### src/rtl/uart_tx_arbiter.sv
// uart_tx_arbiter: round-robin arbiter that funnels single bytes from NumReq
// requesters into a memory-mapped UART. Each byte polls the status register
// (UartBase+8, bit1 = TX FIFO full) until there is room, then writes the byte
// to the data register (UartBase+4).
// Optional feature: define UART_ARB_LINE_LOCK_EN to keep the grant on one
// requester until it writes 8'h0A or stays idle for LockTimeout cycles.
module uart_tx_arbiter #(
   parameter int unsigned NumReq      = 4,
   parameter logic [31:0] UartBase    = 32'h0,
   parameter int unsigned LockTimeout = 256
) (
   input  logic                clk_i,
   input  logic                rst_i,
   input  logic [NumReq-1:0]   req_valid_i,
   input  logic [NumReq*8-1:0] req_data_i,
   output logic [NumReq-1:0]   req_ready_o,
   output logic                uart_req_o,
   output logic [31:0]         uart_addr_o,
   output logic                uart_we_o,
   output logic [3:0]          uart_be_o,
   output logic [31:0]         uart_wdata_o,
   input  logic                uart_rvalid_i,
   input  logic [31:0]         uart_rdata_i,
   output logic [2:0]          grant_idx_o,
   output logic                busy_o
);

   localparam int unsigned IdxW   = 3;
   localparam int unsigned MaxReq = 8;
   localparam int unsigned TmoW   = 16;

   typedef enum logic [2:0] {IDLE, POLL, WAIT_ST, WRITE, WAIT_WR} state_e;

   state_e            state_q, state_d;
   logic [IdxW-1:0]   rr_ptr_q, rr_ptr_d;
   logic [IdxW-1:0]   grant_idx_q, grant_idx_d;
   logic [7:0]        byte_q, byte_d;
   logic              uart_req_q, uart_req_d;
   logic              uart_we_q, uart_we_d;
   logic [3:0]        uart_be_q, uart_be_d;
   logic [31:0]       uart_addr_q, uart_addr_d;
   logic [31:0]       uart_wdata_q, uart_wdata_d;
   logic              busy_q, busy_d;

   logic [MaxReq-1:0] valid8;
   logic [MaxReq-1:0] eligible;
   logic              found;
   logic [IdxW-1:0]   win_idx;
   logic [3:0]        cand;

   // Only the FIFO-full bit of the status word is meaningful.
   logic unused_bits;
   assign unused_bits = ^{uart_rdata_i[31:2], uart_rdata_i[0], 32'(LockTimeout)};

   assign valid8 = MaxReq'(req_valid_i);

`ifdef UART_ARB_LINE_LOCK_EN
   logic            lock_q, lock_d;
   logic [TmoW-1:0] tmo_q, tmo_d;

   // Line lock: set after a non-newline byte, cleared by newline or idle timeout.
   always_comb begin
      lock_d = lock_q;
      tmo_d  = '0;
      if (state_q == WAIT_WR && uart_rvalid_i) begin
         lock_d = (byte_q != 8'h0A);
      end else if (state_q == IDLE && lock_q && !valid8[grant_idx_q]) begin
         if (tmo_q == TmoW'(LockTimeout - 1)) begin
            lock_d = 1'b0;
         end else begin
            tmo_d = tmo_q + TmoW'(1);
         end
      end
   end

   // Lock state register.
   always_ff @(posedge clk_i or posedge rst_i) begin
      if (rst_i) begin
         lock_q <= 1'b0;
         tmo_q  <= '0;
      end else begin
         lock_q <= lock_d;
         tmo_q  <= tmo_d;
      end
   end
`endif

   // Round-robin search upward from rr_ptr with wrap at NumReq.
   always_comb begin
      eligible = valid8;
`ifdef UART_ARB_LINE_LOCK_EN
      if (lock_q) begin
         eligible = valid8 & (MaxReq'(1) << grant_idx_q);
      end
`endif
      found   = 1'b0;
      win_idx = '0;
      cand    = '0;
      for (int unsigned i = 0; i < NumReq; i++) begin
         cand = 4'({1'b0, rr_ptr_q}) + 4'(i);
         if (cand >= 4'(NumReq)) begin
            cand = cand - 4'(NumReq);
         end
         if (!found && eligible[cand[IdxW-1:0]]) begin
            found   = 1'b1;
            win_idx = cand[IdxW-1:0];
         end
      end
   end

   // Accept strobe must be same-cycle with the grant decision.
   assign req_ready_o = (state_q == IDLE && found && !rst_i) ?
                        (NumReq'(1) << win_idx) : '0;

   // Next-state, grant bookkeeping and byte capture.
   always_comb begin
      state_d     = state_q;
      rr_ptr_d    = rr_ptr_q;
      grant_idx_d = grant_idx_q;
      byte_d      = byte_q;
      case (state_q)
         IDLE: begin
            if (found) begin
               state_d     = POLL;
               grant_idx_d = win_idx;
               rr_ptr_d    = (win_idx == IdxW'(NumReq - 1)) ? '0 : win_idx + IdxW'(1);
               for (int unsigned k = 0; k < NumReq; k++) begin
                  if (win_idx == IdxW'(k)) begin
                     byte_d = req_data_i[8*k +: 8];
                  end
               end
            end
         end
         POLL:    state_d = WAIT_ST;
         WAIT_ST: begin
            if (uart_rvalid_i) begin
               state_d = uart_rdata_i[1] ? POLL : WRITE;
            end
         end
         WRITE:   state_d = WAIT_WR;
         WAIT_WR: begin
            if (uart_rvalid_i) begin
               state_d = IDLE;
            end
         end
         default: state_d = IDLE;
      endcase
   end

   // Bus and busy outputs decoded from the next state so they register in step.
   always_comb begin
      uart_req_d   = 1'b0;
      uart_we_d    = 1'b0;
      uart_be_d    = 4'h0;
      uart_addr_d  = 32'h0;
      uart_wdata_d = 32'h0;
      busy_d       = (state_d != IDLE);
      case (state_d)
         POLL: begin
            uart_req_d  = 1'b1;
            uart_be_d   = 4'hF;
            uart_addr_d = UartBase + 32'd8;
         end
         WRITE: begin
            uart_req_d   = 1'b1;
            uart_we_d    = 1'b1;
            uart_be_d    = 4'h1;
            uart_addr_d  = UartBase + 32'd4;
            uart_wdata_d = {24'h0, byte_d};
         end
         default: ;
      endcase
   end

   // State and output registers.
   always_ff @(posedge clk_i or posedge rst_i) begin
      if (rst_i) begin
         state_q      <= IDLE;
         rr_ptr_q     <= '0;
         grant_idx_q  <= '0;
         byte_q       <= '0;
         uart_req_q   <= 1'b0;
         uart_we_q    <= 1'b0;
         uart_be_q    <= 4'h0;
         uart_addr_q  <= 32'h0;
         uart_wdata_q <= 32'h0;
         busy_q       <= 1'b0;
      end else begin
         state_q      <= state_d;
         rr_ptr_q     <= rr_ptr_d;
         grant_idx_q  <= grant_idx_d;
         byte_q       <= byte_d;
         uart_req_q   <= uart_req_d;
         uart_we_q    <= uart_we_d;
         uart_be_q    <= uart_be_d;
         uart_addr_q  <= uart_addr_d;
         uart_wdata_q <= uart_wdata_d;
         busy_q       <= busy_d;
      end
   end

   assign uart_req_o   = uart_req_q;
   assign uart_we_o    = uart_we_q;
   assign uart_be_o    = uart_be_q;
   assign uart_addr_o  = uart_addr_q;
   assign uart_wdata_o = uart_wdata_q;
   assign grant_idx_o  = grant_idx_q;
   assign busy_o       = busy_q;

endmodule

### config.mk
export PLATFORM = sky130hd
export DESIGN_NAME = uart_tx_arbiter
export DESIGN_NICKNAME = d
export VERILOG_FILES = /design/src/rtl/uart_tx_arbiter.sv
export SDC_FILE = /design/constraint.sdc
export NUM_CORES = 1
export LEC_CHECK = 0
export ABC_AREA = 1
export CELL_PAD_IN_SITES_DETAIL_PLACEMENT = 1
export CELL_PAD_IN_SITES_GLOBAL_PLACEMENT = 2
export CORE_ASPECT_RATIO = 1.25
export CORE_MARGIN = 3
export CORE_UTILIZATION = 29
export DETAILED_ROUTE_END_ITERATION = 12
export DONT_BUFFER_PORTS = 1
export PLACE_DENSITY = 0.79
export SETUP_SLACK_MARGIN = 0.5
export SYNTH_ARGS = -nofsm -noshare
export SYNTH_HDL_FRONTEND = slang
export SYNTH_SLANG_ARGS = --single-unit
### constraint.sdc
create_clock -name clk_i -period 2.7 [get_ports clk_i]
set_input_delay 0.135 -clock clk_i [delete_from_list [all_inputs] [get_ports clk_i]]
set_output_delay 0.135 -clock clk_i [all_outputs]
set_load 0.01 [all_outputs]
==> flow_summary.html, run 1 <==
<table>
<tr><th>Metric</th><th>Value</th></tr>
<tr><th colspan="2">Run status</th></tr>
<tr><td>Run status</td><td>completed</td></tr>
<tr><th colspan="2">Drt</th></tr>
<tr><td>Drt first-iter violations</td><td>68</td></tr>
<tr><td>Antenna Nets Post-Route</td><td>0</td></tr>
<tr><td>Length of the first detailed-routing pass in iterations</td><td>4</td></tr>
<tr><td>Detailed-route DRC error count</td><td>0</td></tr>
<tr><td>DR vias</td><td>1836</td></tr>
<tr><td>Total routed wirelength</td><td>between 5 and 6 mm</td></tr>
<tr><td>Final routed wire length divided by cell count</td><td>14.0 µm</td></tr>
<tr><td>Via density per instance</td><td>~4.4</td></tr>
<tr><th colspan="2">Yosys</th></tr>
<tr><td>Most area-consuming cells after synthesis</td><td>sky130_fd_sc_hd__dfrtp_1 31%, sky130_fd_sc_hd__buf_4 19%, sky130_fd_sc_hd__nand2_1 12%, sky130_fd_sc_hd__nand3_1 7.1%, sky130_fd_sc_hd__inv_1 5.0%</td></tr>
<tr><td>Synthesis Warnings</td><td>0</td></tr>
<tr><td>Mapped Avg Cell Area</td><td>7.39 µm²</td></tr>
<tr><td>Main combinational cell family by area after synthesis</td><td>simple AND/OR/NAND/NOR gates</td></tr>
<tr><td>Count of distinct cell types in the synthesized netlist</td><td>31</td></tr>
<tr><td>Register bit count reported by yosys</td><td>29</td></tr>
<tr><td>Fraction of synthesis flops using an asynchronous set or reset pin</td><td>100%</td></tr>
<tr><td>Post-synthesis adder-cell area fraction</td><td>roughly 3.2%</td></tr>
<tr><td>Share of Yosys cell area claimed by the top area cell type</td><td>about a third</td></tr>
<tr><td>Library cell with the highest instance count after synthesis</td><td>sky130_fd_sc_hd__nand2_1</td></tr>
<tr><td>Number of enable flip-flop cells after synthesis</td><td>0</td></tr>
<tr><td>Most area-hungry cell type in the Yosys netlist</td><td>sky130_fd_sc_hd__dfrtp_1</td></tr>
<tr><td>Multiplexer area fraction after synthesis</td><td>0%</td></tr>
<tr><td>Post-synthesis share of cell area spent on xor and xnor gates</td><td>0%</td></tr>
<tr><td>Main flop type after synthesis</td><td>sky130_fd_sc_hd__dfrtp_1</td></tr>
<tr><td>Simple-gate share of the synthesized area</td><td>about 34%</td></tr>
<tr><td>Seq/Total Area, Yosys</td><td>between 30% and 40%</td></tr>
<tr><td>Synthesized instance count</td><td>approximately 310</td></tr>
<tr><td>Share of the synthesized area in compound gates (AO/OA/AOI/OAI)</td><td>3.84%</td></tr>
<tr><td>Commonest cells post-synth</td><td>71 x sky130_fd_sc_hd__nand2_1, 59 x sky130_fd_sc_hd__buf_4, 33 x sky130_fd_sc_hd__nand3_1, 31 x sky130_fd_sc_hd__inv_1, 29 x sky130_fd_sc_hd__dfrtp_1</td></tr>
<tr><td>Netlist area before placement</td><td>about 2300 µm²</td></tr>
<tr><th colspan="2">Placement</th></tr>
<tr><td>Placed Instance Area</td><td>between 2000 and 2500 µm²</td></tr>
<tr><td>Final RePlAce weighted congestion</td><td>around 0.75</td></tr>
<tr><td>Estimated wirelength of the detail-placed design</td><td>around 4.6 mm</td></tr>
<tr><td>Count of buffers from port buffering</td><td>0</td></tr>
<tr><th colspan="2">Cells and area</th></tr>
<tr><td>Layout-stage area growth over the synthesis result</td><td>15.0%</td></tr>
<tr><td>Final nets</td><td>between 400 and 500</td></tr>
<tr><td>Finished Cell Area</td><td>between 2000 and 3000 µm²</td></tr>
<tr><td>Share of final-layout standard cells stronger than drive strength 1</td><td>approximately a third</td></tr>
<tr><td>N_diodes</td><td>0</td></tr>
<tr><td>Number of fill cells in the layout</td><td>950</td></tr>
<tr><th colspan="2">Setup path</th></tr>
<tr><td>Setup Crit Path Kind</td><td>reg2reg</td></tr>
<tr><td>Arrival time of the worst setup path</td><td>approximately 2.8 ns</td></tr>
<tr><td>Crit path max fanout</td><td>8</td></tr>
<tr><td>Startpoint Class</td><td>flop</td></tr>
<tr><td>Data required time at the worst endpoint</td><td>2.90 ns</td></tr>
<tr><td>Worst setup EP type</td><td>flop</td></tr>
<tr><th colspan="2">Floorplanning</th></tr>
<tr><td>Area of the core</td><td>between 7000 and 8000 µm²</td></tr>
<tr><td>Floorplan die area</td><td>between 9000 and 10000 µm²</td></tr>
<tr><td>Number of standard-cell rows in the floorplan</td><td>35</td></tr>
<tr><td>Floorplan die height</td><td>106 µm</td></tr>
<tr><td># IOs</td><td>about 150</td></tr>
<tr><td>Width of the chip</td><td>roughly 86 µm</td></tr>
<tr><td>Initial core utilization</td><td>30.5%</td></tr>
<tr><th colspan="2">Global route</th></tr>
<tr><td>Via count of the first global-routing pass</td><td>1880</td></tr>
<tr><td>Initial antenna violation count</td><td>1</td></tr>
<tr><td>Overflow left after global routing</td><td>0</td></tr>
<tr><td>Maximum number of pins on one net before global-route repair</td><td>30</td></tr>
<tr><td>First-pass GRT wire length</td><td>8.90 mm</td></tr>
<tr><td>Global router's overall resource usage</td><td>between 10% and 20%</td></tr>
<tr><th colspan="2">Timing</th></tr>
<tr><td>Worst hold slack</td><td>between 0.08 and 0.09 ns</td></tr>
<tr><td>Setup violation total in the final timing report</td><td>0</td></tr>
<tr><td>Unrepaired setup endpoints after global routing</td><td>yes</td></tr>
<tr><td>Final Critical Period</td><td>about 2.6 ns</td></tr>
<tr><td>Number of failing hold endpoints at the final stage</td><td>0</td></tr>
<tr><td>Clock skew</td><td>0.00534 ns</td></tr>
<tr><td>Max Clock Freq</td><td>between 0.3 and 0.4 GHz</td></tr>
<tr><td>Total negative slack</td><td>0 ns</td></tr>
<tr><td>Final-report max-slew violation count</td><td>0</td></tr>
<tr><td>Tcrit/Tclk final</td><td>approximately 95%</td></tr>
<tr><th colspan="2">Clocking</th></tr>
<tr><td>Clock slew seen by the registers of the worst setup and hold paths</td><td>roughly 0.06 ns</td></tr>
<tr><td>H-tree level count</td><td>2</td></tr>
<tr><td>Clock root buffer</td><td>sky130_fd_sc_hd__clkbuf_8</td></tr>
<tr><td>Longest Clk Path Bufs</td><td>2</td></tr>
<tr><td>Total CTS buffers</td><td>5</td></tr>
<tr><td>Num Clock Sinks</td><td>29</td></tr>
<tr><td>Clock tree from TritonCTS</td><td>yes</td></tr>
<tr><td>Clock insertion delay at the later pin of the skew report</td><td>around 0.27 ns</td></tr>
<tr><th colspan="2">Min path</th></tr>
<tr><td>Hold Path Class</td><td>in2reg</td></tr>
<tr><th colspan="2">Flow run</th></tr>
<tr><td>Total of max-cap violations</td><td>0</td></tr>
</table>
==> timing repair <==
action,in CTS,in global routing
setup buffers,4,2
hold buffers,1,0
pin swaps,27,33
cloned,0,0
endpoints found under the hold margin,29,0
setup endpoints to repair,21,22
gates resized for setup,31,24
==> registers in the layout (all words and copies together), names as in the netlist <==
register and flops:
busy_o 1, byte_q 8, grant_idx_o 3, rr_ptr_q 3, state_q 3, uart_addr_o 1, uart_be_o 2, uart_wdata_o 8
==> layout by cell type, fill, tap and decap left out, types with 2 or more instances in the layout <==
master | netlist | layout
sky130_fd_sc_hd__nand2_1 | 71 | 57
sky130_fd_sc_hd__conb_1 | 1 | 54
sky130_fd_sc_hd__dfrtp_1 | 29 | 28
sky130_fd_sc_hd__inv_1 | 31 | 24
sky130_fd_sc_hd__nand3_1 | 33 | 24
sky130_fd_sc_hd__nand2_2 | 13 | 22
sky130_fd_sc_hd__buf_4 | 59 | 16
sky130_fd_sc_hd__nor2_1 | 22 | 14
sky130_fd_sc_hd__nand3_2 | 3 | 11
sky130_fd_sc_hd__nand2_4 | 3 | 8
sky130_fd_sc_hd__o211ai_1 | 8 | 8
sky130_fd_sc_hd__or2_2 | 8 | 7
sky130_fd_sc_hd__inv_2 | 2 | 6
sky130_fd_sc_hd__clkbuf_8 | 0 | 6
sky130_fd_sc_hd__nor2_2 | 0 | 5
sky130_fd_sc_hd__ha_4 | 0 | 5
sky130_fd_sc_hd__inv_8 | 1 | 3
sky130_fd_sc_hd__inv_4 | 1 | 3
sky130_fd_sc_hd__nand4_1 | 3 | 3
sky130_fd_sc_hd__nor2_4 | 0 | 3
sky130_fd_sc_hd__nand3_4 | 1 | 2
sky130_fd_sc_hd__o21ai_1 | 2 | 2
==> final timing paths <==
path,startpoint,end,slack [ns],cells past startpoint
max in group asynchronous,rst_i,rr_ptr_q[0],1.97,3
worst min register to register,grant_idx_o[2],grant_idx_o[2],0.56,2
worst min-delay path,uart_rvalid_i,uart_be_o[0],0.09,2
worst max register to register,rr_ptr_q[0],uart_wdata_o[4],0.14,19
worst max-delay path,rr_ptr_q[0],uart_wdata_o[4],0.14,19
min in group asynchronous,rst_i,busy_o,0.44,3
==> metal layers <==
layer,global-route usage (%),share of wire (%),vias to the layer above
li1,-,-,887
met1,13.4,37,892
met2,23.0,57,51
met3,3.13,5.7,4
met4,3.62,0.24,2
met5,0,0.22,-
==> cell families after synthesis <==
group                    after synthesis
other                                  1
adder cells (fa/ha/maj)                6
flip-flops                            29
buffers and inverters                104
AO/OA/AOI/OAI                         13
AND/OR/NAND/NOR                      160
==> stage by stage <==
step	cells	util (%)	setup WS, ns
2_1_floorplan	366	-	0.314
3_3_place_gp	406	30.4	-0.0109
3_5_place_dp	406	30.4	-0.0475
4_1_cts	418	33.9	0.112
5_1_grt	420	35.1	-0.0120
6_report	420	35.1	0.137
==> area by class of cell <==
type	instances	area (µm²)	area share, %
well taps	92	115	4.33
clock buffers	7	86.3	3.25
repair buffers	20	176	6.63
inverters	39	194	7.29
flip-flops and latches	29	727	27.3
multi-input cells	233	1360	51.2
==> critical path, stage by stage, from the launching register on <==
cell and delay, ns:
sky130_fd_sc_hd__dfrtp_2 0.45, sky130_fd_sc_hd__inv_8 0.04, sky130_fd_sc_hd__ha_4 0.30, sky130_fd_sc_hd__inv_4 0.05
sky130_fd_sc_hd__nand3_4 0.06, sky130_fd_sc_hd__nand3_4 0.11, sky130_fd_sc_hd__buf_4 0.16, sky130_fd_sc_hd__nand4_1 0.09
sky130_fd_sc_hd__nand3_2 0.11, sky130_fd_sc_hd__nand2_4 0.13, sky130_fd_sc_hd__ha_4 0.18, sky130_fd_sc_hd__buf_8 0.15
sky130_fd_sc_hd__nand2_4 0.05, sky130_fd_sc_hd__nand3_2 0.05, sky130_fd_sc_hd__o211ai_1 0.08, sky130_fd_sc_hd__nand3_1 0.11
sky130_fd_sc_hd__nand2_1 0.09, sky130_fd_sc_hd__nand3_2 0.07, sky130_fd_sc_hd__nand2_2 0.07, sky130_fd_sc_hd__nor2_1 0.13
Power of run 1 is not shown: default switching activity piles up to over one toggle a cycle in this logic, so the estimate is an artifact.
==> run 2: changes to the inputs <==
ABC_AREA = not set   (was 1)
CORE_ASPECT_RATIO = 1.4   (was 1.25)
CORE_UTILIZATION = 31   (was 29)
PLACE_DENSITY = 0.78   (was 0.79)
==> flow_summary.html, run 2 <==
<table>
<tr><th>Metric</th><th>Value</th></tr>
<tr><th colspan="2">Timing</th></tr>
<tr><td>Transition at the pin with the smallest max-transition slack</td><td>0.675 ns</td></tr>
<tr><td>Max Clock Freq</td><td>0.308 GHz (-21%)</td></tr>
<tr><td>Final setup slack of the worst path</td><td>-0.547 ns (-0.684 ns)</td></tr>
<tr><td>Setup violation total in the final timing report</td><td>26 (+26)</td></tr>
<tr><td>Unrepaired setup endpoints after global routing</td><td>yes</td></tr>
<tr><td>Total negative slack</td><td>-9.52 ns (-9.52 ns)</td></tr>
<tr><td>Number of failing hold endpoints at the final stage</td><td>0 (unchanged)</td></tr>
<tr><td>Final Critical Period</td><td>3.25 ns (+0.684 ns)</td></tr>
<tr><td>Clock skew</td><td>0.00907 ns (+0.00373 ns)</td></tr>
<tr><td>Relative slew slack</td><td>54.9%</td></tr>
<tr><td>Worst hold slack</td><td>0.0929 ns (+0.00444 ns)</td></tr>
<tr><td>Final-report max-slew violation count</td><td>0 (unchanged)</td></tr>
<tr><td>Tcrit/Tclk final</td><td>120% (+25 points)</td></tr>
<tr><th colspan="2">Floorplanning</th></tr>
<tr><td>Width of the chip</td><td>80.0 µm (-6.9%)</td></tr>
<tr><td>Floorplan die height</td><td>110 µm (+3.5%)</td></tr>
<tr><td># IOs</td><td>149 (unchanged)</td></tr>
<tr><td>Initial core utilization</td><td>32.0% (+1.5 points)</td></tr>
<tr><td>Area of the core</td><td>7410 µm² (-2.2%)</td></tr>
<tr><td>Number of standard-cell rows in the floorplan</td><td>37 (+5.7%)</td></tr>
<tr><td>Floorplan die area</td><td>8760 µm² (-3.7%)</td></tr>
<tr><th colspan="2">Yosys</th></tr>
<tr><td>Fraction of synthesis flops using an asynchronous set or reset pin</td><td>100% (unchanged)</td></tr>
<tr><td>Synthesized instance count</td><td>251 (-20%)</td></tr>
<tr><td>Seq/Total Area, Yosys</td><td>30.6% (-0.79 points)</td></tr>
<tr><td>Most area-hungry cell type in the Yosys netlist</td><td>sky130_fd_sc_hd__dfrtp_1</td></tr>
<tr><td>Mapped Avg Cell Area</td><td>9.46 µm² (+28%)</td></tr>
<tr><td>Netlist area before placement</td><td>2370 µm² (+2.6%)</td></tr>
<tr><td>Most area-consuming cells after synthesis</td><td>sky130_fd_sc_hd__dfrtp_1 31%, sky130_fd_sc_hd__buf_4 19%, sky130_fd_sc_hd__nor2b_1 5.5%, sky130_fd_sc_hd__mux2_2 5.2%, sky130_fd_sc_hd__mux2_4 5.1%</td></tr>
<tr><td>Main flop type after synthesis</td><td>sky130_fd_sc_hd__dfrtp_1</td></tr>
<tr><td>Register bit count reported by yosys</td><td>29 (unchanged)</td></tr>
<tr><td>Count of distinct cell types in the synthesized netlist</td><td>41 (+32%)</td></tr>
<tr><td>Library cell with the highest instance count after synthesis</td><td>sky130_fd_sc_hd__buf_4</td></tr>
<tr><td>Synthesis Warnings</td><td>0 (unchanged)</td></tr>
<tr><td>Commonest cells post-synth</td><td>59 x sky130_fd_sc_hd__buf_4, 29 x sky130_fd_sc_hd__dfrtp_1, 21 x sky130_fd_sc_hd__a21oi_1, 21 x sky130_fd_sc_hd__nor2b_1</td></tr>
<tr><td>Number of enable flip-flop cells after synthesis</td><td>0 (unchanged)</td></tr>
<tr><td>Share of Yosys cell area claimed by the top area cell type</td><td>30.6% (-0.79 points)</td></tr>
<tr><th colspan="2">Clocking</th></tr>
<tr><td>H-tree level count</td><td>2 (unchanged)</td></tr>
<tr><td>Total CTS buffers</td><td>5 (unchanged)</td></tr>
<tr><td>Clock tree from TritonCTS</td><td>yes</td></tr>
<tr><td>Longest Clk Path Bufs</td><td>2 (unchanged)</td></tr>
<tr><td>Clock root buffer</td><td>sky130_fd_sc_hd__clkbuf_8</td></tr>
<tr><td>Num Clock Sinks</td><td>29 (unchanged)</td></tr>
<tr><td>Clock slew seen by the registers of the worst setup and hold paths</td><td>0.07 ns (about the same)</td></tr>
<tr><td>Clock insertion delay at the later pin of the skew report</td><td>0.28 ns (about the same)</td></tr>
<tr><th colspan="2">Pwr</th></tr>
<tr><td>Power density over cell area</td><td>roughly 1700 nW/µm²</td></tr>
<tr><td>P_leak</td><td>between 1 and 1.5 nW</td></tr>
<tr><td>Highest ir drop seen on vdd</td><td>between 0.6 and 0.7 mV</td></tr>
<tr><td>PnR Total Power</td><td>5.11 mW</td></tr>
<tr><th colspan="2">Cells and area</th></tr>
<tr><td>Most common cell after layout, fill and taps aside</td><td>sky130_fd_sc_hd__conb_1</td></tr>
<tr><td>Finished Cell Area</td><td>3020 µm² (+14%)</td></tr>
<tr><td>Most frequent cells in the layout</td><td>54 x sky130_fd_sc_hd__conb_1, 30 x sky130_fd_sc_hd__buf_4, 28 x sky130_fd_sc_hd__dfrtp_1</td></tr>
<tr><td>Number of fill cells in the layout</td><td>873 (-8.1%)</td></tr>
<tr><td>Utilization of the core after routing</td><td>40.8% (+5.7 points)</td></tr>
<tr><td>Sequential Area</td><td>727 µm² (unchanged)</td></tr>
<tr><td>Area occupied by multi-input gates</td><td>1580 µm² (+16%)</td></tr>
<tr><td>Final nets</td><td>367 (-9.4%)</td></tr>
<tr><td>Layout-stage area growth over the synthesis result</td><td>27.4%</td></tr>
<tr><td>Share of final-layout standard cells stronger than drive strength 1</td><td>40.5% (+7.9 points)</td></tr>
<tr><td>N_diodes</td><td>0 (unchanged)</td></tr>
<tr><th colspan="2">Setup path</th></tr>
<tr><td>Critical path startpoint</td><td>rr_ptr_q[1]</td></tr>
<tr><td>Critical path endpoint</td><td>uart_wdata_o[7]</td></tr>
<tr><td>Cells on worst reg2reg path</td><td>12 (-7)</td></tr>
<tr><td>Crit path max fanout</td><td>6 (-2)</td></tr>
<tr><td>Worst R2R Setup Slack</td><td>-0.55 ns (-0.68 ns)</td></tr>
<tr><td>Data required time at the worst endpoint</td><td>2.85 ns (-0.05 ns)</td></tr>
<tr><td>Worst setup EP type</td><td>flop</td></tr>
<tr><td>Startpoint Class</td><td>flop</td></tr>
<tr><td>RR Endpoint</td><td>uart_wdata_o[7]</td></tr>
<tr><td>Setup Crit Path Kind</td><td>reg2reg</td></tr>
<tr><td>Worst reg2reg startpoint</td><td>rr_ptr_q[1]</td></tr>
<tr><td>Arrival time of the worst setup path</td><td>3.40 ns (+0.64 ns)</td></tr>
<tr><th colspan="2">Run status</th></tr>
<tr><td>Violations in the final reports</td><td>setup timing</td></tr>
<tr><td>Run status</td><td>finished, violations left</td></tr>
<tr><th colspan="2">Drt</th></tr>
<tr><td>Drt first-iter violations</td><td>60 (-12%)</td></tr>
<tr><td>DR vias</td><td>1820 (-0.87%)</td></tr>
<tr><td>Via density per instance</td><td>4.69 (+7.3%)</td></tr>
<tr><td>Final routed wire length divided by cell count</td><td>17.6 µm (+26%)</td></tr>
<tr><td>Total routed wirelength</td><td>6.84 mm (+16%)</td></tr>
<tr><td>Length of the first detailed-routing pass in iterations</td><td>4 (unchanged)</td></tr>
<tr><td>Detailed-route DRC error count</td><td>0 (unchanged)</td></tr>
<tr><td>Antenna Nets Post-Route</td><td>0 (unchanged)</td></tr>
<tr><th colspan="2">Placement</th></tr>
<tr><td>Placed Instance Area</td><td>2410 µm² (+5.0%)</td></tr>
<tr><td>Count of buffers from port buffering</td><td>0 (unchanged)</td></tr>
<tr><td>Final RePlAce weighted congestion</td><td>0.754 (+0.44%)</td></tr>
<tr><td>Estimated wirelength of the detail-placed design</td><td>4.50 mm (-1.8%)</td></tr>
<tr><th colspan="2">Min path</th></tr>
<tr><td>Hold Path Class</td><td>in2reg</td></tr>
<tr><th colspan="2">Global route</th></tr>
<tr><td>Overflow left after global routing</td><td>0 (unchanged)</td></tr>
<tr><td>Via count of the first global-routing pass</td><td>1907 (+1.4%)</td></tr>
<tr><td>First-pass GRT wire length</td><td>10.0 mm (+13%)</td></tr>
<tr><td>Global router's overall resource usage</td><td>14.9% (+2.6 points)</td></tr>
<tr><td>Maximum number of pins on one net before global-route repair</td><td>19 (-37%)</td></tr>
<tr><td>Initial antenna violation count</td><td>0 (-1)</td></tr>
<tr><th colspan="2">Flow run</th></tr>
<tr><td>Total of max-cap violations</td><td>0 (unchanged)</td></tr>
</table>
## run 2: cell types whose count changed after synthesis, sizes merged, moves of 10 or more
cell / delta
a21oi: +21
inv: -26
mux2: +19
nand2: -80
nand2b: +10
nand3: -37
nor2: -18
nor2b: +21
## run 2: worst min-delay path by stage
| stage | start | endpoint | slack [ns] | cells after the start |
|---|---|---|---|---|
| 2_1_floorplan | rst_i | busy_o | 0.24 | 1 |
| 3_3_place_gp | rst_i | uart_be_o[0] | 0.15 | 1 |
| 3_5_place_dp | rst_i | uart_be_o[0] | 0.16 | 1 |
| 4_1_cts | uart_rvalid_i | state_q[2] | 0.09 | 2 |
| 5_1_grt | uart_rvalid_i | state_q[2] | 0.09 | 2 |
| 6_report | uart_rvalid_i | state_q[2] | 0.09 | 2 |
## run 2: report_power, final
part	internal, mW	total [mW]	switching (mW)
Sequential	0.615	0.784	0.169
Combinational	2.18	3.98	1.80
Clock	0.177	0.353	0.176
Total	2.97	5.11	2.14
## run 2: area by class of cell
cell class / count / area share (%)
repair buffers: 49 / 15.5
clock inverters: 3 / 0.579
inverters: 9 / 1.32
clock buffers: 5 / 2.28
multi-input cells: 196 / 52.3
well taps: 97 / 4.01
flip-flops and latches: 29 / 24.0
## run 2: routing by layer
layer	vias up	track usage (%)	wire length (µm)
met5	-	0	0
met1	913	15.5	2400
met4	0	3.99	75
met3	7	4.26	476
met2	68	28.8	3900
li1	832	-	-
## run 2: cell families (layout without fill, tap and decap cells)
group           Yosys count  after routing  synth area share [%]
buf+inv                  80             66                  22.7
fa+ha+maj                 6              6                  3.16
compound gates           53             53                  15.1
other cells               1             54                 0.158
mux                      27             27                  14.7
flops                    29             29                  30.6
simple gates             55             56                  13.5
## run 2: worst max-delay path, stage by stage (launching register included)
cell,delay (ns)
sky130_fd_sc_hd__dfrtp_1,0.37
sky130_fd_sc_hd__inv_2,0.06
sky130_fd_sc_hd__ha_4,0.30
sky130_fd_sc_hd__mux4_2,0.57
sky130_fd_sc_hd__a221oi_4,0.35
sky130_fd_sc_hd__a31o_4,0.22
sky130_fd_sc_hd__ha_4,0.15
sky130_fd_sc_hd__buf_6,0.11
sky130_fd_sc_hd__mux2_2,0.32
sky130_fd_sc_hd__o211ai_1,0.17
sky130_fd_sc_hd__a21oi_1,0.10
sky130_fd_sc_hd__mux2_4,0.26
sky130_fd_sc_hd__nor2b_1,0.13
## run 2: per-stage QoR
stage               instances  setup WS (ns)
global route              388         -0.627
global placement          348         -0.537
finish                    388         -0.547
detailed placement        348         -0.579
CTS                       381         -0.502
floorplan                 304         -0.642
## run 2: timing repair
action                     CTS  global route
setup buffers               23             6
hold buffers                 1             0
cloned                       1             1
setup endpoints to repair   29            31
gates resized for setup     31            28
hold endpoints to repair    13             0
pin swaps                   19            20
No activity file was read; power rests on OpenSTA's default activity.
